==> src/rtl/spi_slave.sv <==
// SPI mode-0 responder: oversampled sclk/cs_n/mosi, RX FIFO, single-word TX holding register, 4-word register aperture.
// Defining SPI_SLAVE_IRQ_EN adds the irq output and the CONTROL[17:16] interrupt enables.
module spi_slave #(
    parameter int unsigned RX_DEPTH    = 16,
    parameter int unsigned SYNC_STAGES = 2
) (
    input  logic        clk,
    input  logic        reset,
    input  logic [1:0]  address,
    input  logic [3:0]  byteenable,
    input  logic        chipselect,
    input  logic        read,
    input  logic        write,
    input  logic [31:0] writedata,
    output logic [31:0] readdata,
    input  logic        sclk,
    input  logic        cs_n,
    input  logic        mosi,
`ifdef SPI_SLAVE_IRQ_EN
    output logic        irq,
`endif
    output logic        miso
);
    localparam int unsigned AW = $clog2(RX_DEPTH);

    typedef enum logic {IDLE, ACTIVE} state_e;

    logic [SYNC_STAGES-1:0] sclk_sync_q, cs_sync_q, mosi_sync_q;
    logic                   sclk_prev_q, cs_prev_q;
    logic                   sclk_s, cs_s, mosi_s;
    logic                   sclk_rise, sclk_fall, cs_rise, cs_fall;

    state_e      state_q;
    logic [4:0]  bitcnt_q, lenm1_q;
    logic [31:0] tx_sh_q, rx_sh_q, rx_next, push_data, tx_load_val;
    logic        start, word_done, abort_evt, tx_load;

    logic [4:0]  ctrl_len_q;
    logic        ctrl_en_q;
`ifdef SPI_SLAVE_IRQ_EN
    logic        rx_ie_q, err_ie_q, irq_q;
`endif
    logic [31:0] hold_q, hold_d;
    logic        txe_q, txe_d, txur_q, txur_d, txov_q, txov_d;
    logic        abrt_q, abrt_d, rxfo_q, rxfo_d;
    logic        data_rd_q;

    logic [31:0] mem_q [RX_DEPTH];
    logic [AW-1:0] wr_q, rd_q;
    logic [AW:0]   count_q;
    logic          fifo_full, fifo_empty, pop, push_ok;
    logic          bus_rd, data_rd, data_wr, stat_wr, ctrl_wr;
    logic          unused_byteenable;

    assign unused_byteenable = ^byteenable;

    assign sclk_s    = sclk_sync_q[SYNC_STAGES-1];
    assign cs_s      = cs_sync_q[SYNC_STAGES-1];
    assign mosi_s    = mosi_sync_q[SYNC_STAGES-1];
    assign sclk_rise = sclk_s & ~sclk_prev_q;
    assign sclk_fall = ~sclk_s & sclk_prev_q;
    assign cs_rise   = cs_s & ~cs_prev_q;
    assign cs_fall   = ~cs_s & cs_prev_q;

    always_ff @(posedge clk) begin
        if (reset) begin
            sclk_sync_q <= '0;
            cs_sync_q   <= '1;
            mosi_sync_q <= '0;
            sclk_prev_q <= 1'b0;
            cs_prev_q   <= 1'b1;
        end else begin
            sclk_sync_q <= {sclk_sync_q[SYNC_STAGES-2:0], sclk};
            cs_sync_q   <= {cs_sync_q[SYNC_STAGES-2:0], cs_n};
            mosi_sync_q <= {mosi_sync_q[SYNC_STAGES-2:0], mosi};
            sclk_prev_q <= sclk_s;
            cs_prev_q   <= cs_s;
        end
    end

    assign bus_rd     = chipselect && read;
    assign data_rd    = bus_rd && (address == 2'd0);
    assign data_wr    = chipselect && write && (address == 2'd0);
    assign stat_wr    = chipselect && write && (address == 2'd1);
    assign ctrl_wr    = chipselect && write && (address == 2'd2);
    assign fifo_full  = (count_q == (AW+1)'(RX_DEPTH));
    assign fifo_empty = (count_q == '0);
    assign pop        = data_rd && !data_rd_q && !fifo_empty;

    always_comb begin
        rx_next     = {rx_sh_q[30:0], mosi_s};
        push_data   = rx_next & ({32{1'b1}} >> (5'd31 - lenm1_q));
        tx_load_val = txe_q ? '0 : hold_q;
        start       = (state_q == IDLE) && ctrl_en_q && cs_fall;
        word_done   = (state_q == ACTIVE) && ctrl_en_q && !cs_rise && sclk_rise && (bitcnt_q == lenm1_q);
        abort_evt   = (state_q == ACTIVE) && ctrl_en_q && cs_rise && (bitcnt_q != '0);
        tx_load     = start || word_done;
        push_ok     = word_done && (!fifo_full || pop);
    end

    // A word boundary leaves bitcnt at 0, so the following sclk fall keeps the reloaded MSB on miso.
    always_ff @(posedge clk) begin
        if (reset) begin
            state_q  <= IDLE;
            bitcnt_q <= '0;
            lenm1_q  <= '0;
            tx_sh_q  <= '0;
            rx_sh_q  <= '0;
        end else begin
            case (state_q)
                IDLE: begin
                    if (start) begin
                        state_q  <= ACTIVE;
                        lenm1_q  <= ctrl_len_q;
                        bitcnt_q <= '0;
                        tx_sh_q  <= tx_load_val;
                    end
                end
                ACTIVE: begin
                    if (!ctrl_en_q || cs_rise) begin
                        state_q  <= IDLE;
                        bitcnt_q <= '0;
                    end else if (sclk_rise) begin
                        rx_sh_q <= rx_next;
                        if (word_done) begin
                            bitcnt_q <= '0;
                            tx_sh_q  <= tx_load_val;
                        end else begin
                            bitcnt_q <= bitcnt_q + 5'd1;
                        end
                    end else if (sclk_fall && bitcnt_q != '0) begin
                        tx_sh_q <= {tx_sh_q[30:0], 1'b0};
                    end
                end
                default: state_q <= IDLE;
            endcase
        end
    end

    assign miso = (state_q == ACTIVE) && ctrl_en_q && tx_sh_q[lenm1_q];

    // Clears are applied before sets so a coincident set event wins.
    always_comb begin
        hold_d = hold_q;
        txe_d  = txe_q;
        txur_d = txur_q;
        txov_d = txov_q;
        abrt_d = abrt_q;
        rxfo_d = rxfo_q;
        if (stat_wr) begin
            abrt_d = abrt_q & ~writedata[7];
            txov_d = txov_q & ~writedata[5];
            txur_d = txur_q & ~writedata[4];
            rxfo_d = rxfo_q & ~writedata[2];
        end
        if (tx_load) begin
            txe_d = 1'b1;
            if (txe_q) txur_d = 1'b1;
        end
        if (data_wr) begin
            if (txe_q) begin
                hold_d = writedata;
                txe_d  = 1'b0;
            end else begin
                txov_d = 1'b1;
            end
        end
        if (abort_evt) abrt_d = 1'b1;
        if (word_done && fifo_full && !pop) rxfo_d = 1'b1;
    end

    always_ff @(posedge clk) begin
        if (reset) begin
            ctrl_len_q <= '0;
            ctrl_en_q  <= 1'b0;
`ifdef SPI_SLAVE_IRQ_EN
            rx_ie_q    <= 1'b0;
            err_ie_q   <= 1'b0;
`endif
            hold_q     <= '0;
            txe_q      <= 1'b1;
            txur_q     <= 1'b0;
            txov_q     <= 1'b0;
            abrt_q     <= 1'b0;
            rxfo_q     <= 1'b0;
            data_rd_q  <= 1'b0;
            wr_q       <= '0;
            rd_q       <= '0;
            count_q    <= '0;
        end else begin
            if (ctrl_wr) begin
                ctrl_len_q <= writedata[4:0];
                ctrl_en_q  <= writedata[15];
`ifdef SPI_SLAVE_IRQ_EN
                rx_ie_q    <= writedata[16];
                err_ie_q   <= writedata[17];
`endif
            end
            hold_q    <= hold_d;
            txe_q     <= txe_d;
            txur_q    <= txur_d;
            txov_q    <= txov_d;
            abrt_q    <= abrt_d;
            rxfo_q    <= rxfo_d;
            data_rd_q <= data_rd;
            if (push_ok) wr_q <= wr_q + 1'b1;
            if (pop)     rd_q <= rd_q + 1'b1;
            if (push_ok && !pop)      count_q <= count_q + 1'b1;
            else if (!push_ok && pop) count_q <= count_q - 1'b1;
        end
    end

    always_ff @(posedge clk) begin
        if (push_ok) mem_q[wr_q] <= push_data;
    end

`ifdef SPI_SLAVE_IRQ_EN
    always_ff @(posedge clk) begin
        if (reset) irq_q <= 1'b0;
        else       irq_q <= (rx_ie_q && !fifo_empty) || (err_ie_q && (rxfo_q || txur_q || txov_q || abrt_q));
    end
    assign irq = irq_q;
`endif

    always_comb begin
        readdata = '0;
        if (bus_rd) begin
            case (address)
                2'd0: readdata = fifo_empty ? '0 : mem_q[rd_q];
                2'd1: readdata = {24'b0, abrt_q, (state_q == ACTIVE), txov_q, txur_q, txe_q, rxfo_q, fifo_full, fifo_empty};
`ifdef SPI_SLAVE_IRQ_EN
                2'd2: readdata = {14'b0, err_ie_q, rx_ie_q, ctrl_en_q, 10'b0, ctrl_len_q};
`else
                2'd2: readdata = {16'b0, ctrl_en_q, 10'b0, ctrl_len_q};
`endif
                default: readdata = 32'(count_q);
            endcase
        end
    end
endmodule

==> config.mk <==
export PLATFORM = sky130hd
export DESIGN_NAME = spi_slave
export DESIGN_NICKNAME = d
export VERILOG_FILES = /design/src/rtl/spi_slave.sv
export SDC_FILE = /design/constraint.sdc
export NUM_CORES = 1
export LEC_CHECK = 0
export BUFFER_PORTS_ARGS = -buffer_cell sky130_fd_sc_hd__buf_2
export CAP_MARGIN = 20
export CORE_ASPECT_RATIO = 0.7
export CORE_UTILIZATION = 55
export DETAILED_ROUTE_END_ITERATION = 16
export PLACE_DENSITY = 0.72
export SYNTH_ARGS = -nofsm -noshare
export SYNTH_HDL_FRONTEND = slang
export SYNTH_SLANG_ARGS = --single-unit
==> constraint.sdc <==
create_clock -name clk -period 4.6 [get_ports clk]
set_input_delay 0.23 -clock clk [delete_from_list [all_inputs] [get_ports clk]]
set_output_delay 0.23 -clock clk [all_outputs]
set_load 0.03 [all_outputs]
==> results.json, run 1 <==
{
  "status": "complete, no violations",
  "ioPinCount": 79,
  "ys.flop_type": "edfxtp_1",
  "cts_resized": 0,
  "synthCells": 1614,
  "io_buffers": 74,
  "synth.cell_area_sq_um": 26400,
  "cts_buffers": 57,
  "async_flop_share_pct": 0,
  "power_density_nw_per_um2": 366,
  "max_slew_margin_pct": 29.7,
  "finClkSkew_ns": 0.0210,
  "fin_crit_sh_pct": 80.7,
  "core_sq_um": 46900,
  "start_kind": "flop",
  "htreeDepth": 2,
  "irDropWorstVdd_mv": 0.423,
  "final-hold-violation-count": 0,
  "std_cell_rows": 66,
  "crit_chain": "nor4_1, o311ai_0, nand4_1, inv_2, ha_1, inv_1, ha_1, nor2b_1, o21a_1, or3_1, a21oi_1, mux2_2",
  "final.setup.tns_ns": 0,
  "start_util_pct": 56.3,
  "n_antenna_cell": 0,
  "grt-ovfl-total": 0,
  "synth_nets": 1672,
  "crit_fanout": 6,
  "cp_slowest_cell": "nor4_1",
  "finalSetupViolations": 0,
  "ys_types": 62,
  "synth_edf_count": 512,
  "synth-warning-count": 0,
  "cp.arrival_ns": 4.20,
  "die-area_sq_um": 48900,
  "synth_seq_area_share_pct": 69.1,
  "antenna_found_initial": 2,
  "worstMarginPinSlew_ns": 1.05,
  "post_drt_wl_per_cell_um": 25.3,
  "clock_latency_ns": 0.60,
  "grt_start_max_net_pins": 81,
  "yosys.area.top_type": "edfxtp_1",
  "cts_root_buf": "clkbuf_16",
  "clkTransAtPathRegs_ns": 0.07,
  "wl_um": 60600,
  "area_growth_pct": 13.2,
  "hp-class": "input port to flop",
  "viasPerCell": 6.24,
  "fin_ws_ns": 0.886,
  "post-dp-hpwl_um": 35500,
  "chipWidth_um": 264,
  "grt_pass1_vias": 14700,
  "required_ns": 5.09,
  "max_cap_viol_count": 0,
  "ys_ff_latch": 655,
  "drt_iter0_markers": 1984,
  "syn_area_per_cell_sq_um": 16.4,
  "first_pass_iters": 6,
  "grt_pass1_wl_um": 91200,
  "rsz0062_at_grt": "no",
  "dieHeight_um": 185,
  "gp_congestion": 0.800,
  "fmax_mhz": 269,
  "synthTopCellsByCount": "edfxtp_1 (512), nand2_1 (177), mux4_2 (159), dfxtp_1 (143), a21oi_1 (124)",
  "leakagePower_uw": 0.00975,
  "crit_path_end_kind": "flop",
  "post-place-ws_ns": 0.797,
  "nNetsFinal": 1792,
  "track_usage_pct": 25.1,
  "max_stage_delay_ns": 0.68,
  "layout-drive-gt1-share_pct": 25.3,
  "drc": 0,
  "fin_crit_ns": 3.71,
  "clockBufferDepth": 3,
  "path_class": "flop to flop",
  "yosysMostFrequentCell": "edfxtp_1",
  "vias": 14900,
  "synth_top_cell_area_share_pct": 58.2,
  "final_max_slew_viol_count": 0,
  "cts_tree": "done",
  "ant_nets": 0,
  "yosys-top-cells-area": "edfxtp_1 (58%), mux4_2 (14%), dfxtp_1 (11%)",
  "cp_common_cell": "ha_1",
  "clock_sinks": 655
}
## layout by cell type, fill, tap and decap left out, drive strengths merged, types with 34 or more instances in the layout
cell | synthesis | final
dlygate4sd3 | 0 | 35
edfxtp | 512 | 512
nand2 | 177 | 177
clkbuf | 85 | 74
mux4 | 159 | 159
nand3 | 48 | 48
dfxtp | 143 | 143
nand3b | 34 | 34
buf | 28 | 137
nor2b | 39 | 39
a21oi | 124 | 124
nor2 | 59 | 59
## critical path: cells and delay by family (launching register included)
kind | cells | cell delay, ns
simple gates | 4 | 1.40
buf+inv | 2 | 0.23
mux | 1 | 0.34
fa+ha+maj | 2 | 0.52
flops | 1 | 0.36
compound gates | 3 | 0.76
## kinds of logic after synthesis
family	count (synthesis)	share of synthesized area (%)
flops	655	69.1
compound gates	210	5.69
simple gates	411	7.48
buf+inv	128	2.13
fa+ha+maj	13	0.635
mux	184	14.6
xor+xnor	13	0.431
## registers in the layout, summed over array words and instances, names as in the netlist, 2 cells and up, named ones only
register	count
wr_q	4
mosi_sync_q	2
mem_q	512
rx_sh_q	31
count_q	5
hold_q	32
lenm1_q	5
ctrl_len_q	5
rd_q	4
bitcnt_q	5
sclk_sync_q	2
cs_sync_q	2
tx_sh_q	32
## path summary, 6_finish.rpt
kind / endpoint / cells past startpoint / slack [ns] / start
max: count_q[4] / 12 / 0.89 / count_q[0]
min reg2reg: cs_sync_q[1] / 1 / 0.42 / cs_sync_q[0]
min: ctrl_len_q[1] / 3 / 0.06 / address[1]
max reg2reg: count_q[4] / 12 / 0.89 / count_q[0]
## what timing repair did
item                                   in CTS  in global routing
endpoints found under the hold margin      45                  0
hold buffers                               35                  0
setup buffers                               0                  0
## final cells by class
cell class | instances | area [sq um]
clock buffer | 72 | 1540
clock inverter | 35 | 200
fill | 3284 | 17000
inverter | 15 | 56.3
multi-input combinational | 831 | 7730
sequential | 655 | 18200
tap | 612 | 766
timing repair buffer | 174 | 1360
## power by group
part | internal, uW | switching (uW) | leakage, uW | total [uW]
logic | 51.1 | 69.6 | 0.00265 | 121
clock network | 2420 | 2100 | 0.000841 | 4520
registers | 6300 | 8.42 | 0.00626 | 6310
## per-stage QoR
stage / util [%] / cell area, sq um / hold WS [ns] / std cells / power, uW
floorplan: - / 26400 / 0.334 / 1614 / 6490
global placement: 59.0 / 27700 / 0.418 / 2241 / 6530
detailed placement: 59.0 / 27700 / 0.415 / 2242 / 6530
CTS: 63.5 / 29800 / 0.0340 / 2384 / 11000
global route: 63.7 / 29900 / 0.0578 / 2394 / 11200
finish: 63.7 / 29900 / 0.0587 / 2394 / 10900
## layer usage
layer,part of all wire (%),track usage [%],up-vias
li1,-,-,6545
met1,45,39.0,7692
met2,46,37.9,630
met3,8.0,4.08,77
met4,1.3,4.70,4
met5,0.036,0,-
(Power assumes the default switching activity.)
==> inputs of run 2 (changes only) <==
==> constraint.sdc (replaced) <==
create_clock -name clk -period 3.6 [get_ports clk]
set_input_delay 0.18 -clock clk [delete_from_list [all_inputs] [get_ports clk]]
set_output_delay 0.18 -clock clk [all_outputs]
set_load 0.03 [all_outputs]
==> run 2 against run 1 <==
Core utilization is 0.98 points higher. Final cell count is 0.71% higher. Register-to-register slack worse by 0.65 ns. Clock skew is 0.0030 ns higher. Wire length is 0.96% higher. Die area stayed put. Largest cell class unchanged.
==> results.json, run 2 (synthesized netlist as in run 1, its figures left out) <==
{
  "whs_path_depth": 4,
  "dieHeight_um": 185,
  "layout-drive-gt1-share_pct": 26.3,
  "nNetsFinal": 1808,
  "viasPerCell": 6.32,
  "clkTransAtPathRegs_ns": 0.06,
  "top_regs": "mem_q x512, hold_q x32, tx_sh_q x32",
  "crit_fanout": 28,
  "n_antenna_cell": 0,
  "gp_congestion": 0.871,
  "hold_ws_ns": 0.107,
  "placed_cells": 2259,
  "area_growth_pct": 14.9,
  "num-fill-cells": 3178,
  "worstMarginPinSlew_ns": 1.14,
  "r2r_setup_slack_ns": 0.24,
  "leakagePower_uw": 0.00988,
  "clockBufferDepth": 3,
  "die-area_sq_um": 48900,
  "crit_end": "readdata[18]",
  "max_slew_margin_pct": 23.9,
  "std_cell_rows": 66,
  "final_common_cell": "edfxtp_1",
  "antenna_found_initial": 0,
  "layout_common_cells": "edfxtp_1 (512), nand2_1 (177), mux4_2 (159)",
  "path_class": "flop to primary output",
  "stdcell_area_sq_um": 30300,
  "track_usage_pct": 25.3,
  "rsz0062_at_grt": "no",
  "grt_pass1_vias": 14700,
  "drc": 0,
  "finalSetupViolations": 0,
  "largest_register_ffs": 512,
  "cp.arrival_ns": 3.21,
  "max_cap_viol_count": 0,
  "status": "complete, no violations",
  "fin_crit_sh_pct": 94.1,
  "grt-ovfl-total": 0,
  "hp-class": "input port to flop",
  "vias": 15200,
  "crit_path_end_kind": "primary output",
  "r2r-start": "count_q[0]",
  "final-hold-violation-count": 0,
  "first_pass_iters": 5,
  "rr_worst_depth": 13,
  "cts_root_buf": "clkbuf_16",
  "dpl_cell_area_sq_um": 28000,
  "start_util_pct": 56.3,
  "start_kind": "flop",
  "final_max_slew_viol_count": 0,
  "r2r-end": "count_q[4]",
  "fmax_mhz": 295,
  "clock_sinks": 655,
  "core_sq_um": 46900,
  "post-dp-hpwl_um": 35000,
  "grt_start_max_net_pins": 58,
  "cts_tree": "done",
  "final.setup.tns_ns": 0,
  "ant_nets": 0,
  "ioPinCount": 79,
  "required_ns": 3.42,
  "chipWidth_um": 264,
  "top_register": "mem_q",
  "post_drt_wl_per_cell_um": 25.4,
  "drt_iter0_markers": 1645,
  "clock_latency_ns": 0.61,
  "finClkSkew_ns": 0.0240,
  "irDropWorstVdd_mv": 0.393,
  "htreeDepth": 2,
  "wl_um": 61200,
  "final_cells": 2411,
  "fin_crit_ns": 3.39,
  "grt_pass1_wl_um": 91300,
  "io_buffers": 74,
  "cts_buffers": 59,
  "power_density_nw_per_um2": 480
}
## run 2: cell count changes in the layout (fill, tap and decap cells not counted), moves of 3 or more
cell,before,now
clkinv_1,14,5
buf_12,8,18
clkinv_2,12,4
clkbuf_8,3,9
nor3_4,0,4
buf_4,53,61
bufinv_16,1,4
nor3_2,5,1
clkbuf_16,59,63
clkbuf_2,0,6
## run 2: metrics by stage
stage / util, % / worst slack (ns) / power (uW)
floorplan: - / 0.278 / 8300
global placement: 59.6 / 0.257 / 8340
detailed placement: 59.6 / 0.116 / 8350
CTS: 64.6 / 0.133 / 14600
global route: 64.7 / 0.0447 / 15000
finish: 64.7 / 0.213 / 14600
## run 2: how the worst min path moves through the flow
| stage | start | endpoint | slack, ns |
|---|---|---|---|
| after floorplan | cs_n | cs_sync_q[0] | 0.28 |
| after global placement | cs_n | cs_sync_q[0] | 0.36 |
| after detailed placement | cs_n | cs_sync_q[0] | 0.38 |
| after CTS | write | txov_q | 0.06 |
| after global routing | address[1] | ctrl_len_q[4] | 0.10 |
| final | address[1] | ctrl_len_q[4] | 0.11 |
## run 2: final cells by class
type / instances / area (sq um) / area share [%]
clock buffer: 91 / 1770 / 5.83
clock inverter: 19 / 196 / 0.647
timing repair buffer: 188 / 1550 / 5.10
inverter: 15 / 56.3 / 0.186
tap: 612 / 766 / 2.52
multi-input combinational: 831 / 7760 / 25.6
sequential: 655 / 18200 / 60.1
## run 2: repair_timing
item                       CTS  global route
hold endpoints to repair    45             0
setup buffers                0             0
gates resized for setup      0             1
hold buffers                35             0
setup endpoints to repair    0             1
## run 2: routing by layer
layer	wire [um]	share of wire, %	GRT usage [%]
met1	27100	44	39.2
met2	27300	45	37.3
met3	5370	8.8	4.20
met4	1460	2.4	7.19
met5	0	0	0
## run 2: power breakdown
part	total [uW]	switching, uW	leakage [uW]	internal, uW
Sequential	8060	10.1	0.00620	8050
Clock	6350	2690	0.000975	3660
Combinational	161	92.8	0.00270	67.7
## run 2: critical path: stages (launching register included)
cell and delay, ns:
dfxtp_4 0.77, buf_4 0.44, mux4_2 0.57, mux4_2 0.48, nor2b_1 0.15, buf_2 0.20
